**src/rtl/burst_ram_arbiter_pkg.sv**
```systemverilog
// Shared types and constants for the two-requester burst RAM arbiter.
// Used by burst_ram_arbiter and burst_ram_arb_select.
package burst_ram_arbiter_pkg;

  localparam int REQ_COUNT = 2;

  localparam logic CMD_READ  = 1'b0;
  localparam logic CMD_WRITE = 1'b1;

  typedef enum logic [2:0] {
    ST_WAIT_CALIB   = 3'd0,
    ST_IDLE         = 3'd1,
    ST_ISSUE        = 3'd2,
    ST_WRITE_BURST  = 3'd3,
    ST_READ_COLLECT = 3'd4,
    ST_WAIT_RAM     = 3'd5,
    ST_DONE         = 3'd6
  } state_e;

endpackage

```
**src/rtl/burst_ram_arb_select.sv**
```systemverilog
// Combinational 2-way requester picker: round-robin on ties by default,
// or requester 0 always wins a tie when BURST_ARB_FIXED_PRIORITY_EN is defined.
module burst_ram_arb_select
  import burst_ram_arbiter_pkg::*;
(
  input  logic [REQ_COUNT-1:0] req_en,
  input  logic                 last_grant,
  output logic                 grant_valid,
  output logic                 grant_idx
);

`ifdef BURST_ARB_FIXED_PRIORITY_EN
  logic unused_last_grant;
  assign unused_last_grant = last_grant;

  always_comb begin
    grant_valid = |req_en;
    grant_idx   = ~req_en[0];
  end
`else
  always_comb begin
    grant_valid = |req_en;
    grant_idx   = req_en[1];
    if (req_en == 2'b11) begin
      grant_idx = ~last_grant;
    end
  end
`endif

endmodule

```
**src/rtl/burst_ram_arbiter.sv**
```systemverilog
// Shares one burst RAM port between two line requesters, sequencing each grant as a full burst.
// Tie-break policy comes from burst_ram_arb_select (BURST_ARB_FIXED_PRIORITY_EN selects fixed priority).
//
//  state           | meaning
//  ST_WAIT_CALIB   | wait for RAM calibration done and not busy
//  ST_IDLE         | pick a requester while RAM is not busy
//  ST_ISSUE        | one-cycle command strobe, write word 0
//  ST_WRITE_BURST  | stream write words 1..BDC-1
//  ST_READ_COLLECT | capture BDC valid read words
//  ST_WAIT_RAM     | wait for RAM busy to drop
//  ST_DONE         | one-cycle req_done to the granted requester
module burst_ram_arbiter
  import burst_ram_arbiter_pkg::*;
#(
  parameter int AddressBitWidth = 4,
  parameter int DataBitWidth    = 64,
  parameter int BurstDataCount  = 4
) (
  input  logic                                             clk,
  input  logic                                             rst_n,
  input  logic [REQ_COUNT-1:0]                             req_en,
  input  logic [REQ_COUNT-1:0]                             req_cmd,
  input  logic [REQ_COUNT*AddressBitWidth-1:0]             req_addr,
  input  logic [REQ_COUNT*DataBitWidth*BurstDataCount-1:0] req_wr_line,
  output logic [REQ_COUNT-1:0]                             req_done,
  output logic [DataBitWidth*BurstDataCount-1:0]           rd_line,
  output logic                                             ram_cmd,
  output logic                                             ram_cmd_en,
  output logic [AddressBitWidth-1:0]                       ram_addr,
  output logic [DataBitWidth-1:0]                          ram_wr_data,
  output logic [DataBitWidth/8-1:0]                        ram_data_mask,
  input  logic [DataBitWidth-1:0]                          ram_rd_data,
  input  logic                                             ram_rd_data_valid,
  input  logic                                             ram_init_calib,
  input  logic                                             ram_busy
);

  localparam int AW    = AddressBitWidth;
  localparam int DW    = DataBitWidth;
  localparam int BDC   = BurstDataCount;
  localparam int LW    = DW * BDC;
  localparam int OFF_W = $clog2(BDC);
  localparam int CNT_W = OFF_W + 1;
  localparam logic [CNT_W-1:0] CNT_LAST = CNT_W'(BDC - 1);
  localparam logic [CNT_W-1:0] CNT_FULL = CNT_W'(BDC);

  state_e                     state, state_nxt;
  logic                       last_grant;
  logic                       gnt_idx;
  logic                       lat_cmd;
  logic [AW-1:0]              lat_addr;
  logic [BDC-1:0][DW-1:0]     lat_words;
  logic [BDC-1:0][DW-1:0]     rd_q;
  logic [CNT_W-1:0]           cnt;

  logic                       grant_valid;
  logic                       grant_sel;
  logic                       grant_fire;
  logic                       rd_fire;
  logic                       sel_cmd;
  logic [AW-1:0]              sel_addr;
  logic [LW-1:0]              sel_line;

  burst_ram_arb_select u_select (
    .req_en      (req_en),
    .last_grant  (last_grant),
    .grant_valid (grant_valid),
    .grant_idx   (grant_sel)
  );

  assign sel_cmd    = req_cmd[grant_sel];
  assign sel_addr   = grant_sel ? req_addr[AW +: AW] : req_addr[0 +: AW];
  assign sel_line   = grant_sel ? req_wr_line[LW +: LW] : req_wr_line[0 +: LW];
  assign grant_fire = (state == ST_IDLE) && grant_valid && !ram_busy;
  assign rd_fire    = (state == ST_READ_COLLECT) && ram_rd_data_valid && (cnt < CNT_FULL);

  always_ff @(posedge clk or negedge rst_n) begin
    if (!rst_n) begin
      state <= ST_WAIT_CALIB;
    end else begin
      state <= state_nxt;
    end
  end

  always_comb begin
    state_nxt = state;
    case (state)
      ST_WAIT_CALIB:   if (ram_init_calib && !ram_busy) state_nxt = ST_IDLE;
      ST_IDLE:         if (grant_valid && !ram_busy) state_nxt = ST_ISSUE;
      ST_ISSUE:        state_nxt = (lat_cmd == CMD_WRITE) ? ST_WRITE_BURST : ST_READ_COLLECT;
      ST_WRITE_BURST:  if (cnt == CNT_LAST) state_nxt = ST_WAIT_RAM;
      ST_READ_COLLECT: if (rd_fire && (cnt == CNT_LAST)) state_nxt = ST_WAIT_RAM;
      ST_WAIT_RAM:     if (!ram_busy) state_nxt = ST_DONE;
      ST_DONE:         state_nxt = ST_IDLE;
      default:         state_nxt = ST_WAIT_CALIB;
    endcase
  end

  always_comb begin
    req_done    = '0;
    ram_cmd_en  = 1'b0;
    ram_cmd     = CMD_READ;
    ram_addr    = '0;
    ram_wr_data = '0;
    case (state)
      ST_ISSUE: begin
        ram_cmd_en  = 1'b1;
        ram_cmd     = lat_cmd;
        ram_addr    = lat_addr;
        ram_wr_data = lat_words[0];
      end
      ST_WRITE_BURST: ram_wr_data = lat_words[cnt[OFF_W-1:0]];
      ST_DONE:        req_done[gnt_idx] = 1'b1;
      default: ;
    endcase
  end

  // Read words land in the write-line buffer (unused for reads) so rd_line only changes when a read completes.
  always_ff @(posedge clk or negedge rst_n) begin
    if (!rst_n) begin
      last_grant <= 1'b1;
      gnt_idx    <= 1'b0;
      lat_cmd    <= CMD_READ;
      lat_addr   <= '0;
      lat_words  <= '0;
      cnt        <= '0;
      rd_q       <= '0;
    end else begin
      if (grant_fire) begin
        last_grant <= grant_sel;
        gnt_idx    <= grant_sel;
        lat_cmd    <= sel_cmd;
        lat_addr   <= {sel_addr[AW-1:OFF_W], {OFF_W{1'b0}}};
        lat_words  <= sel_line;
      end
      if (state == ST_ISSUE) begin
        cnt <= (lat_cmd == CMD_WRITE) ? CNT_W'(1) : '0;
      end else if (state == ST_WRITE_BURST) begin
        cnt <= cnt + 1'b1;
      end else if (rd_fire) begin
        lat_words[cnt[OFF_W-1:0]] <= ram_rd_data;
        cnt                       <= cnt + 1'b1;
      end
      if ((state == ST_WAIT_RAM) && !ram_busy && (lat_cmd == CMD_READ)) begin
        rd_q <= lat_words;
      end
    end
  end

  assign rd_line       = rd_q;
  assign ram_data_mask = '0;

endmodule

```
**config.mk**
```make
export PLATFORM = sky130hd
export DESIGN_NAME = burst_ram_arbiter
export DESIGN_NICKNAME = d
export VERILOG_FILES = /design/src/rtl/burst_ram_arbiter_pkg.sv /design/src/rtl/burst_ram_arb_select.sv /design/src/rtl/burst_ram_arbiter.sv
export SDC_FILE = /design/constraint.sdc
export NUM_CORES = 1
export LEC_CHECK = 0
export ABC_AREA = 1
export BUFFER_PORTS_ARGS = -buffer_cell sky130_fd_sc_hd__buf_2
export CAP_MARGIN = 10
export CORE_AREA = 2 2 364 366
export CTS_BUF_LIST = sky130_fd_sc_hd__clkbuf_16
export CTS_CLUSTER_SIZE = 40
export DETAILED_ROUTE_END_ITERATION = 6
export DIE_AREA = 0 0 366 368
export PLACE_DENSITY = 0.38
export SYNTH_ARGS = -nofsm -noshare
export SYNTH_HDL_FRONTEND = slang
export SYNTH_SLANG_ARGS = --single-unit
```
**constraint.sdc**
```tcl
create_clock -name clk -period 3.2 [get_ports clk]
set_clock_uncertainty 0.15 [all_clocks]
set_input_delay 0.8 -clock clk [delete_from_list [all_inputs] [get_ports clk]]
set_output_delay 0.8 -clock clk [all_outputs]
set_load 0.02 [all_outputs]
```
# Yosys cells after proc, flatten, opt, wreduce, memory -nomap -nowiden
# Cells that the tools add are included.
totals:
  in_bits: 593
  elab_cells: 84
  reg_bits: 523
classes:
  add_sub_neg: 1
  reduce_logical: 16
  order_cmp: 6
  eq_ne: 13
  bitwise: 2
  n_mux: 32
op_table:
  columns: ["operator", "count"]
  rows:
  - ["$mux W256", 5]
  - ["$bwmux W256", 1]
  - ["$bmux W64 S2", 1]
  - ["$demux W64 S2", 1]
  - ["$mux W64", 2]
  - ["$pmux W64 S2", 1]
  - ["$mux W3", 9]
  - ["$pmux W3 S7", 1]
  - ["$logic_and A1 B1 Y1", 11]
  - ["$eq A3 B2 Y1 const B", 3]
  - ["$eq A3 B3 Y1 const B", 3]
  - ["$mux W4", 2]
  - ["$mux W1", 7]
  - ["$ne A2 B2 Y1 const B", 3]
  - ["$reduce_and A5 Y1", 1]
  - ["$lt A1 B2 Y1 const B", 2]
  - ["$ne A2 B1 Y1 const B", 2]
  - ["$add A3 B1 Y3 const B", 1]
  - ["$eq A3 B1 Y1 const B", 1]
  - ["$logic_not A3 Y1", 1]
  - ["$lt A2 B3 Y1 const B", 1]
  - ["$lt A3 B3 Y1 const B", 1]
  - ["$reduce_bool A3 Y1", 1]
  - ["$eq A2 B2 Y1 const B", 1]
  - ["7 further kinds", 8]

# Logic depth before layout (Yosys ltp)
logic_depth:
  ltp_word: 8
  ltp_mapped: 10

# Hierarchy
# From an unflattened synthesis, not the netlist that was laid out.
hier_totals:
  hier_cells: 4193
  hier_area_um2: 29010.3
by_module_without_submodules:
  columns: ["module", "cells_per_inst", "n_inst", "area_per_inst_um2"]
  rows:
  - ["burst_ram_arbiter", 4190, 1, 28995.3]
  - ["burst_ram_arb_select", 3, 1, 15.0]

# Least setup slack after synthesis
# OpenSTA, ideal clock, no wires.
synth_path:
  path_kind: "reg-to-output"
  start: "register state[0]"
  end: "output port ram_wr_data[26]"
  arrival_ps: 1835
  required_time_ps: 2250
  path_slack_ps: 415
  path_stages_with_launch: 7
  path_cell_list: "dfrtp_1 -> inv_1 -> nand2_1 -> nor2_1 -> inv_1 -> clkbuf_1 -> o21ai_0"
synth_between:
  elab_chain_len: 2
  elab_cells_between_ends: 3
synth_rtl:
  columns: ["element", "line_no", "source"]
  rows:
  - ["from (decl)", "burst_ram_arbiter.sv:47", "state_e state, state_nxt;"]
  - ["from (signal assigned)", "burst_ram_arbiter.sv:81", "state <= state_nxt;"]
  - ["$eq A3 B2 Y1", "burst_ram_arbiter.sv:105", "case (state)"]
  - ["$pmux W64 S2 (*)", "burst_ram_arbiter.sv:105", null]
  - ["to (decl)", "burst_ram_arbiter.sv:30", "output logic [DataBitWidth-1:0] ram_wr_data,"]
# Mark *: on every way between the ends. The rest lies on a longest branch, timed or not.

# Worst setup path in the final report
layout_path:
  start: "register cnt[0]"
  end: "output port ram_wr_data[12]"
layout_between:
  elab_chain_len: 3
layout_rtl:
  columns: ["element", "line_no", "source"]
  rows:
  - ["from (decl)", "burst_ram_arbiter.sv:54", "logic [CNT_W-1:0] cnt;"]
  - ["from (signal assigned)", "burst_ram_arbiter.sv:137", "cnt <= (lat_cmd == CMD_WRITE) ? CNT_W'(1) : '0;"]
  - ["from (signal assigned)", "burst_ram_arbiter.sv:139", "cnt <= cnt + 1'b1;"]
  - ["from (signal assigned)", "burst_ram_arbiter.sv:142", "cnt <= cnt + 1'b1;"]
  - ["$bmux W64 S2", "burst_ram_arbiter.sv:112", "ST_WRITE_BURST: ram_wr_data = lat_words[cnt[OFF_W-1:0]];"]
  - ["$mux W64 (implied by the code)", "burst_ram_arbiter.sv:112", null]
  - ["$pmux W64 S2", "burst_ram_arbiter.sv:105", null]
# No other way between the ends. The select of a mux whose other input is x is not followed.

==> metrics.cfg <==
[run_status]
status = completed

[floorplan]
ioPinCount = 929
dieArea_um2 = 134700
fp.coreArea_um2 = 130800
die_w_um = 366
rows = 133
start_util = 0.2170
dieHeight_um = 368

[worst_setup_path]
cp_data_arrival_time_ps = 2240
cp-end-kind = output port
crit_fanout = 8
crit_type = reg -> out
worstPathRequired_ps = 2250
cp-start-kind = register

[clock_network]
clk_path_buf_depth = 3
numCtsBuffers = 69
clkSinkCount = 523
cts_tree = done
root_buffer = clkbuf_16
clk_latency_ps = 640
clk_pin_slew_worst_paths_ps = 60
htreeDepth = 3

[global_route]
grt_start_max_net_pins = 129
grt_first_pass_wirelength_um = 203000
grtUsageTotal = 0.2023
grt_pass1_vias = 29296
antenna_found_initial = 14
grt-ovfl-total = 0

[sta]
finalSetupViolCount = 0
maxSlewHeadroom = 0.4585
min_period_ps = 3191
min_period_over_period = 0.9973
slew_violations = 0
max_slew.worst_pin.slew_ps = 812.2
setup_slack_ps = 8.781
final-hold-violation-count = 0
fmax_mhz = 313.4
rsz0062_at_grt = yes

[synthesis]
synth_edf_count = 0
synthTopCellsByArea = dfrtp_1 (46%), nand2_1 (19%), nor2_1 (10%), o21ai_0 (7.5%), a21oi_1 (6.8%)
yosysMostFrequentCell = nand2_1
ys_ff_latch = 523
yosysSeqAreaShare = 0.4612
synthDistinctLibCells = 21
synth_area_um2 = 28380
synth.top_cell.area_share = 0.4603
yosysWarnings = 0
synthTopCellsByCount = nand2_1 (1443), nor2_1 (783), dfrtp_1 (522)
postSynthAreaPerCell_um2 = 6.770
postSynthCellCount = 4192
synth_top_area_cell = dfrtp_1
synth_ff_type = dfrtp_1
async_reset_ff_frac = 1.000

[final_layout]
postLayoutCellArea_um2 = 39240
instances_no_fill = 6880
num-fill-cells = 14684
areaGrowthSynthToFinish_pct = 38.26
drive_above_1_share = 0.2530
utilization = 0.3000
nets = 5669

[run]
drv_cap = 0

[detailed_routing]
num_vias = 29847
wirelength_um = 141700
drt.antenna.violating_nets = 0
drtPass1Iterations = 6
drcViolationCount = 0
wl_per_cell_um = 20.59
initialDrtViolationCount = 1809
viasPerCell = 4.338

[power]
p_total_mw = 39.50
ir_drop_mv = 0.5022
power.density_nw_per_um2 = 1007
power.leakage_nw = 21.24

[placement]
place_area_um2 = 35420
pre_cts_slack_ps = 221.7
place_inst = 6706
io_buffers = 914
dp_hpwl_um = 99850
place_congestion = 0.8681

[min_path]
hold_class = in -> reg

[cell type report]
cell class              instances  area [um^2]  share of cell area
diodes                          3        7.507           0.0001913
clock buffers                  71         1777             0.04528
clock inverters                51        312.8            0.007972
inverters                     279         1094             0.02787
multi-input cells            3107        13370              0.3408
flip-flops and latches        523        13100              0.3339
well taps                    1755         2196             0.05597
repair buffers               1088         7340              0.1871
repair inverters                3        38.79           0.0009886
[cells in the final DEF (no fill, tap or decap), types with 42 or more instances in the layout]
| master | count |
|---|---|
| a21oi_1 | 333 |
| buf_2 | 849 |
| o21ai_0 | 315 |
| nand2_1 | 1439 |
| buf_12 | 60 |
| o21ai_1 | 105 |
| inv_1 | 291 |
| nor2_1 | 782 |
| a21oi_2 | 42 |
| clkbuf_16 | 77 |
| buf_4 | 126 |
| dfrtp_1 | 517 |
[registers in the layout, summed over array words and instances (netlist names)]
register    cells
cnt             3
gnt_idx         1
last_grant      1
lat_addr        2
lat_cmd         1
lat_words     256
rd_line       256
state           3
[timing repair]
| action | CTS | global route |
|---|---|---|
| endpoints found under the setup margin | 64 | 64 |
| cloned | 15 | 6 |
| hold buffers | 1 | 0 |
| gates resized for setup | 234 | 136 |
| hold endpoints to repair | 2 | 0 |
| buffers inserted | 20 | 10 |
| pin swaps | 6 | 16 |
[metrics by stage]
stage / TNS, ps / hold WS [ps]
after floorplan: 0 / 297.3
final: 0 / 315.0
after global routing: -2642 / 285.3
after global placement: 0 / 312.0
after CTS: -1259 / 246.3
after detailed placement: 0 / 314.6
[critical path, stage by stage, from the launching register on]
cell and delay, ps:
dfrtp_4 550, buf_12 180, buf_16 160, buf_12 160, a21oi_2 120, o21ai_1 60
nand2_1 70, nand2_1 50, o21ai_1 70, buf_4 170
[final timing paths]
| check | start | to | slack [ps] | depth (start not counted) |
|---|---|---|---|---|
| min reg2reg | last_grant | last_grant | 320 | 2 |
| min in group asynchronous | rst_n | lat_words[148] | 640 | 2 |
| min | ram_rd_data[47] | lat_words[47] | 320 | 3 |
| max | cnt[0] | ram_wr_data[12] | 9 | 9 |
| max in group asynchronous | rst_n | lat_words[74] | 1400 | 3 |
| max reg2reg | cnt[0] | lat_words[165] | 530 | 10 |
[where the power goes]
group / total (mW) / internal, mW / switching (mW) / leakage [nW]
combinational: 20.2 / 7.09 / 13.1 / 13.6
clock: 7.37 / 4.12 / 3.25 / 1.10
sequential: 11.9 / 9.86 / 2.07 / 6.59
[kinds of logic after synthesis]
logic type,count (synthesis),synth area share
other,1,0.0001321
DFF,523,0.4612
buffers and inverters,571,0.08875
adders and majority gates,5,0.002204
and+or+nand+nor,2249,0.2990
AOI/OAI and AO/OA,843,0.1487
[per-layer routing]
| layer | vias up | part of all wire | wire length [um] | global-route usage |
|---|---|---|---|---|
| met4 | 6 | 0.019 | 2653 | 0.04416 |
| met3 | 140 | 0.059 | 8336 | 0.04342 |
| met2 | 848 | 0.49 | 68760 | 0.3523 |
| met5 | - | 0.00028 | 40 | 0 |
| li1 | 14819 | - | - | - |
| met1 | 14034 | 0.44 | 61860 | 0.2554 |
Note: power is estimated with default switching activity, not from simulation.
